[config.mk]
export PLATFORM = sky130hd
export DESIGN_NAME = load_store_unit
export DESIGN_NICKNAME = d
export VERILOG_FILES = /design/src/rtl/lsu_pkg.sv /design/src/rtl/lsu_data_align.sv /design/src/rtl/load_store_unit.sv
export SDC_FILE = /design/constraint.sdc
export NUM_CORES = 1
export LEC_CHECK = 0
export CORE_ASPECT_RATIO = 1.4
export CORE_MARGIN = 2
export CORE_UTILIZATION = 40
export CTS_BUF_LIST = sky130_fd_sc_hd__clkbuf_2
export DETAILED_ROUTE_END_ITERATION = 7
export DONT_BUFFER_PORTS = 1
export PLACE_DENSITY = 0.58
export SETUP_SLACK_MARGIN = 0.02
export SLEW_MARGIN = 0
export SYNTH_ARGS = -nofsm -noshare
export SYNTH_HDL_FRONTEND = slang
export SYNTH_SLANG_ARGS = --single-unit
export TNS_END_PERCENT = 30
[constraint.sdc]
create_clock -name clk -period 4.1 [get_ports clk]
set_clock_uncertainty 0.2 [all_clocks]
set_input_delay 0.82 -clock clk [delete_from_list [all_inputs] [get_ports clk]]
set_output_delay 0.82 -clock clk [all_outputs]
set_load 0.01 [all_outputs]
[src/rtl/lsu_pkg.sv]
// Shared types and encodings for the load/store unit.
// funct3 codes, FSM states and fault causes.
package lsu_pkg;

    localparam logic [2:0] F3_B  = 3'b000;
    localparam logic [2:0] F3_H  = 3'b001;
    localparam logic [2:0] F3_W  = 3'b010;
    localparam logic [2:0] F3_BU = 3'b100;
    localparam logic [2:0] F3_HU = 3'b101;

    typedef enum logic [1:0] {
        IDLE,
        REQ,
        DONE
    } lsu_state_e;

    typedef enum logic [1:0] {
        CAUSE_NONE     = 2'b00,
        CAUSE_MISALIGN = 2'b01,
        CAUSE_RANGE    = 2'b10,
        CAUSE_ILLEGAL  = 2'b11
    } lsu_cause_e;

endpackage

[src/rtl/lsu_data_align.sv]
// Byte-lane steering: store replication/enables or load extract/extend.
// Used once per direction; store_i selects which data path is produced.
module lsu_data_align
    import lsu_pkg::*;
(
    input  logic        store_i,
    input  logic [2:0]  funct3_i,
    input  logic [1:0]  off_i,
    input  logic [31:0] data_i,
    output logic [3:0]  be_o,
    output logic [31:0] data_o
);

    logic [7:0]  byte_sel;
    logic [15:0] half_sel;
    logic        sext;

    assign byte_sel = data_i[{off_i, 3'b000} +: 8];
    assign half_sel = data_i[{off_i[1], 4'b0000} +: 16];
    assign sext     = ~funct3_i[2];

    always_comb begin
        be_o   = 4'b1111;
        data_o = data_i;
        case (funct3_i[1:0])
            2'b00:   be_o = 4'b0001 << off_i;
            2'b01:   be_o = off_i[1] ? 4'b1100 : 4'b0011;
            default: be_o = 4'b1111;
        endcase
        if (store_i) begin
            case (funct3_i[1:0])
                2'b00:   data_o = {4{data_i[7:0]}};
                2'b01:   data_o = {2{data_i[15:0]}};
                default: data_o = data_i;
            endcase
        end else begin
            case (funct3_i[1:0])
                2'b00:   data_o = {{24{byte_sel[7] & sext}}, byte_sel};
                2'b01:   data_o = {{16{half_sel[15] & sext}}, half_sel};
                default: data_o = data_i;
            endcase
        end
    end

endmodule

[src/rtl/load_store_unit.sv]
// Load/store unit: checks the access, issues it over req/ready and
// stalls the core until the memory completes it.
module load_store_unit
    import lsu_pkg::*;
#(
    parameter logic [31:0] ADDR_BASE         = 32'h1001_0000,
    parameter int          DATA_MEMORY_DEPTH = 128,
    localparam int         AW                = $clog2(DATA_MEMORY_DEPTH)
) (
    input  logic          clk,
    input  logic          reset,
    input  logic          Mem_Read_i,
    input  logic          Mem_Write_i,
    input  logic [2:0]    funct3_i,
    input  logic [31:0]   Address_i,
    input  logic [31:0]   Write_Data_i,
    output logic          Stall_o,
    output logic [31:0]   Load_Data_o,
    output logic          Load_Valid_o,
    output logic          Fault_o,
    output logic [1:0]    Fault_Cause_o,
    output logic          Mem_Req_o,
    output logic          Mem_We_o,
    output logic [AW-1:0] Mem_Word_Addr_o,
    output logic [3:0]    Mem_Byte_En_o,
    output logic [31:0]   Mem_Wdata_o,
    input  logic          Mem_Ready_i,
    input  logic [31:0]   Mem_Rdata_i
);

    localparam logic [31:0] MEM_BYTES = 32'(4 * DATA_MEMORY_DEPTH);

    lsu_state_e    state_q, state_d;
    logic [AW-1:0] addr_q, addr_d;
    logic          we_q, we_d;
    logic [3:0]    be_q, be_d;
    logic [31:0]   wdata_q, wdata_d;
    logic          req_q, req_d;
    logic [2:0]    fn_q, fn_d;
    logic [1:0]    off_q, off_d;
    logic [31:0]   ldata_q, ldata_d;
    logic          lvalid_q, lvalid_d;

    logic [31:0] off;
    logic        access, ill, rng, mis;
    logic [3:0]  st_be, ld_be_unused;
    logic [31:0] st_data, ld_data;
    lsu_cause_e  cause;

    assign off    = Address_i - ADDR_BASE;
    assign access = Mem_Read_i | Mem_Write_i;
    assign rng    = (Address_i < ADDR_BASE) || (off >= MEM_BYTES);
    assign mis    = ((funct3_i[1:0] == 2'b01) && off[0]) ||
                    ((funct3_i[1:0] == 2'b10) && (off[1:0] != 2'b00));
    assign ill    = (Mem_Read_i && Mem_Write_i) ||
                    (Mem_Read_i && (funct3_i == 3'b011 || funct3_i[2:1] == 2'b11)) ||
                    (Mem_Write_i && (funct3_i >= 3'b011));

    always_comb begin
        cause = CAUSE_NONE;
        if (ill)      cause = CAUSE_ILLEGAL;
        else if (rng) cause = CAUSE_RANGE;
        else if (mis) cause = CAUSE_MISALIGN;
    end

    lsu_data_align u_store_align (
        .store_i  (1'b1),
        .funct3_i (funct3_i),
        .off_i    (off[1:0]),
        .data_i   (Write_Data_i),
        .be_o     (st_be),
        .data_o   (st_data)
    );

    lsu_data_align u_load_align (
        .store_i  (1'b0),
        .funct3_i (fn_q),
        .off_i    (off_q),
        .data_i   (Mem_Rdata_i),
        .be_o     (ld_be_unused),
        .data_o   (ld_data)
    );

    always_comb begin
        state_d       = state_q;
        addr_d        = addr_q;
        we_d          = we_q;
        be_d          = be_q;
        wdata_d       = wdata_q;
        req_d         = req_q;
        fn_d          = fn_q;
        off_d         = off_q;
        ldata_d       = ldata_q;
        lvalid_d      = 1'b0;
        Stall_o       = 1'b0;
        Fault_o       = 1'b0;
        Fault_Cause_o = CAUSE_NONE;
        case (state_q)
            IDLE: begin
                if (access && cause != CAUSE_NONE) begin
                    Fault_o       = 1'b1;
                    Fault_Cause_o = cause;
                end else if (access) begin
                    Stall_o = 1'b1;
                    addr_d  = off[AW+1:2];
                    we_d    = Mem_Write_i;
                    be_d    = st_be;
                    wdata_d = st_data;
                    fn_d    = funct3_i;
                    off_d   = off[1:0];
                    req_d   = 1'b1;
                    state_d = REQ;
                end
            end
            REQ: begin
                Stall_o = 1'b1;
                if (Mem_Ready_i) begin
                    req_d    = 1'b0;
                    lvalid_d = ~we_q;
                    if (!we_q) ldata_d = ld_data;
                    state_d  = DONE;
                end
            end
            DONE:    state_d = IDLE;
            default: state_d = IDLE;
        endcase
    end

    always_ff @(posedge clk) begin
        if (reset) begin
            state_q  <= IDLE;
            addr_q   <= '0;
            we_q     <= 1'b0;
            be_q     <= '0;
            wdata_q  <= '0;
            req_q    <= 1'b0;
            fn_q     <= '0;
            off_q    <= '0;
            ldata_q  <= '0;
            lvalid_q <= 1'b0;
        end else begin
            state_q  <= state_d;
            addr_q   <= addr_d;
            we_q     <= we_d;
            be_q     <= be_d;
            wdata_q  <= wdata_d;
            req_q    <= req_d;
            fn_q     <= fn_d;
            off_q    <= off_d;
            ldata_q  <= ldata_d;
            lvalid_q <= lvalid_d;
        end
    end

    // A rejected access must read as zero; otherwise the last load is held.
    assign Load_Data_o     = Fault_o ? 32'h0 : ldata_q;
    assign Load_Valid_o    = lvalid_q;
    assign Mem_Req_o       = req_q;
    assign Mem_We_o        = we_q;
    assign Mem_Word_Addr_o = addr_q;
    assign Mem_Byte_En_o   = be_q;
    assign Mem_Wdata_o     = wdata_q;

endmodule

==> flow_summary.ini <==
[layout]
final_util = 0.449
fin_cells = 727
fin_area_mm2 = 0.00528
area_delta_synth_final_pct = 10.5
final_nets = 678
drive_gt1_frac = 0.130
final_cell_mix = dfxtp_1 (85), nand2b_1 (62), mux2i_1 (53)
mostFrequentLayoutCell = dfxtp_1

[floorplan]
die_h_um = 133
die_area_mm2 = 0.0128
fp-row-count = 47
core_mm2 = 0.0118
num_io_pins = 186
die_x_um = 96.3
start_util = 0.406

[min_path]
hold_path_depth = 1
hp-class = primary input to flop
hold_path_end = ldata_q[21]$_SDFFE_PP0P_
hold_path_startpoint = reset

[sta]
final_hold_viol_count = 0
tightestPinTransition_ns = 1.04
slew_headroom = 0.306
fin_tns_setup_ns = 0
slew_violations = 0
fin_crit_sh = 0.953
setup-violations-final = 0
worst_slack_ns = 0.194
fmax_mhz = 256
post-route-min-period_ns = 3.91
rsz0062_at_grt = false

[yosys]
async_flop_share = 0
netlist.area_leader.share = 0.357
syn-instance-count = 566
synth_top_cell_by_area = dfxtp_1
synth_edf_count = 0
yosys.area_share.simple = 0.230
syn_nets = 670
syn_area_mm2 = 0.00477
synth_warnings = 0
ys_seq_elements = 85
ys_seq_area_frac = 0.357
synth_compound_area_frac = 0.205
ys.flop_type = dfxtp_1
synth_top_family_by_area = simple AND/OR/NAND/NOR gates
synthAdderAreaFrac = 0
synthMuxAreaShare = 0.165
synth_area_leaders = dfxtp_1 (36%), mux2i_1 (11%), nand2b_1 (8.1%)
yosysUniqueCellTypes = 43
synth_area_per_cell_um2 = 8.43
synth-xor-area-share = 0.00184

[power_and_ir_drop]
peakVddDrop_v = 0.000178
p_int_mw = 1.02
sequentialPowerShare = 0.609
netSwitchingFraction = 0.255
p_sw_mw = 0.347
pwr-share-clk = 0.323
combinationalPowerShare = 0.069
total_leakage_power_nw = 2.09
powerDensity_mw_per_mm2 = 259

[worst_setup_path]
crit_path_max_fanout = 34
required_ns = 3.08
worstSetupPathType = primary input to output pin
r2r_end = ldata_q[11]$_SDFFE_PP0P_
reg2reg_from = off_q[1]$_SDFFE_PP0P_
rr_worst_depth = 4
critPathLaunchType = primary input
cp.arrival_ns = 2.89
r2r_setup_slack_ns = 1.49
crit_path_end_kind = output pin

[global_route]
grt_pass1_vias = 3884
grtUsageTotal = 0.196
grt_max_degree = 129
grt_overflow_total = 0
antenna_found_initial = 1
grt_pass1_wl_mm = 19.9

[clock_network]
clock_latency_ns = 0.53
cts_buffers = 9
path_clk_slew_ns = 0.26
cts-root-buf = clkbuf_2
cts_buffer_depth = 2
cts.htree.levels = 3
cts_tree = built
cts_hold_buf = 0
cts_num_sinks = 85

[routing]
routed_wl_mm = 12.8
drc = 0
avgViaCountPerCell = 5.52
ant_nets = 0
wire_per_inst_um = 17.5
vias = 4010
drt_iter0_markers = 130
drt-pass1-iter-count = 4

[place]
gp_congestion = 0.904
hpwlAfterDp_mm = 9.11
dp.cells = 710
portBuffers = 0
place_ws_ns = 0.0317
dpl_cell_area_mm2 = 0.00514

[outcome]
status = complete, no violations

[job]
drv_cap = 0
## flip-flops by register name, indices dropped and copies added, names as in the netlist, 2 cells and up
signal and flops:
off_q 2, fn_q 3, state_q 2, ldata_q 32, Mem_Word_Addr_o 7, Mem_Byte_En_o 4, Mem_Wdata_o 32
## synthesized netlist by cell type (2+ instances only)
cell type,count
nor2b_1,22
dfxtp_1,85
buf_4,2
o21ai_0,27
a21oi_1,19
mux2i_1,53
o31ai_1,2
nor4_1,3
nand2b_1,62
a21boi_0,31
a211oi_1,26
nand3_1,2
clkbuf_1,38
and2_1,2
nand4b_1,2
o2111ai_1,3
a31oi_1,9
buf_2,3
a32o_1,7
nor3_1,8
a2bb2oi_1,8
inv_1,5
nand2_1,46
nor2_1,51
or4_1,4
mux2_1,20
or2_2,8
or3_1,3
## timing repair
| action | CTS | global route |
|---|---|---|
| endpoints found under the setup margin | 0 | 32 |
| buffers inserted | 0 | 0 |
| gates resized for setup | 0 | 4 |
## worst max-delay path, stage by stage
cell	delay (ns)
or4_4	0.57
or4_1	0.54
a21oi_2	0.20
o2111ai_2	0.17
buf_12	0.21
a21boi_0	0.20
buf_4	0.16
## kinds of logic after synthesis
logic type / Yosys count
AND/OR/NAND/NOR: 214
AO/OA/AOI/OAI: 141
flip-flops: 85
multiplexers: 75
buffers and inverters: 50
XOR/XNOR: 1
## routing by layer
layer	vias to the layer above	wire length, um	global-route usage
met1	1843	5040	0.221
met2	136	6310	0.336
met5	-	0	0
li1	2018	-	-
met4	0	248	0.0689
met3	13	1160	0.0701
## power by group through the flow
stage	logic (mW)	clock network [mW]	registers (mW)
floorplan	0.0970	0	0.845
global placement	0.0913	0	0.846
detailed placement	0.0929	0	0.846
CTS	0.0934	0.459	0.830
global route	0.105	0.490	0.831
finish	0.0936	0.440	0.830
## per-stage QoR
| step | power (mW) | hold WS [ns] |
|---|---|---|
| final | 1.36 | 0.168 |
| after global routing | 1.43 | 0.0398 |
| after CTS | 1.38 | 0.0568 |
| after detailed placement | 0.939 | 0.243 |
| after global placement | 0.937 | 0.255 |
| after floorplan | 0.942 | 0.228 |
## layout make-up
type | count | area, um^2
timing repair buffer | 41 | 333
antenna | 1 | 2.50
fill | 1208 | 6490
multi-input combinational | 431 | 2920
tap | 147 | 184
clock inverter | 7 | 65.1
clock buffer | 9 | 45.0
sequential | 85 | 1700
inverter | 6 | 22.5
## worst max-delay path by stage
stage	start	endpoint	slack [ns]	depth (start not counted)
2_1_floorplan	Address_i[20]	Load_Data_o[22]	0.09	7
3_3_place_gp	Address_i[20]	Load_Data_o[9]	0.12	7
3_5_place_dp	Address_i[20]	Load_Data_o[15]	0.03	7
4_1_cts	Address_i[20]	Load_Data_o[15]	0.03	7
5_1_grt	Address_i[20]	Load_Data_o[3]	0.10	7
6_report	Address_i[20]	Load_Data_o[15]	0.19	7
Power figures use the tool's default switching activity.
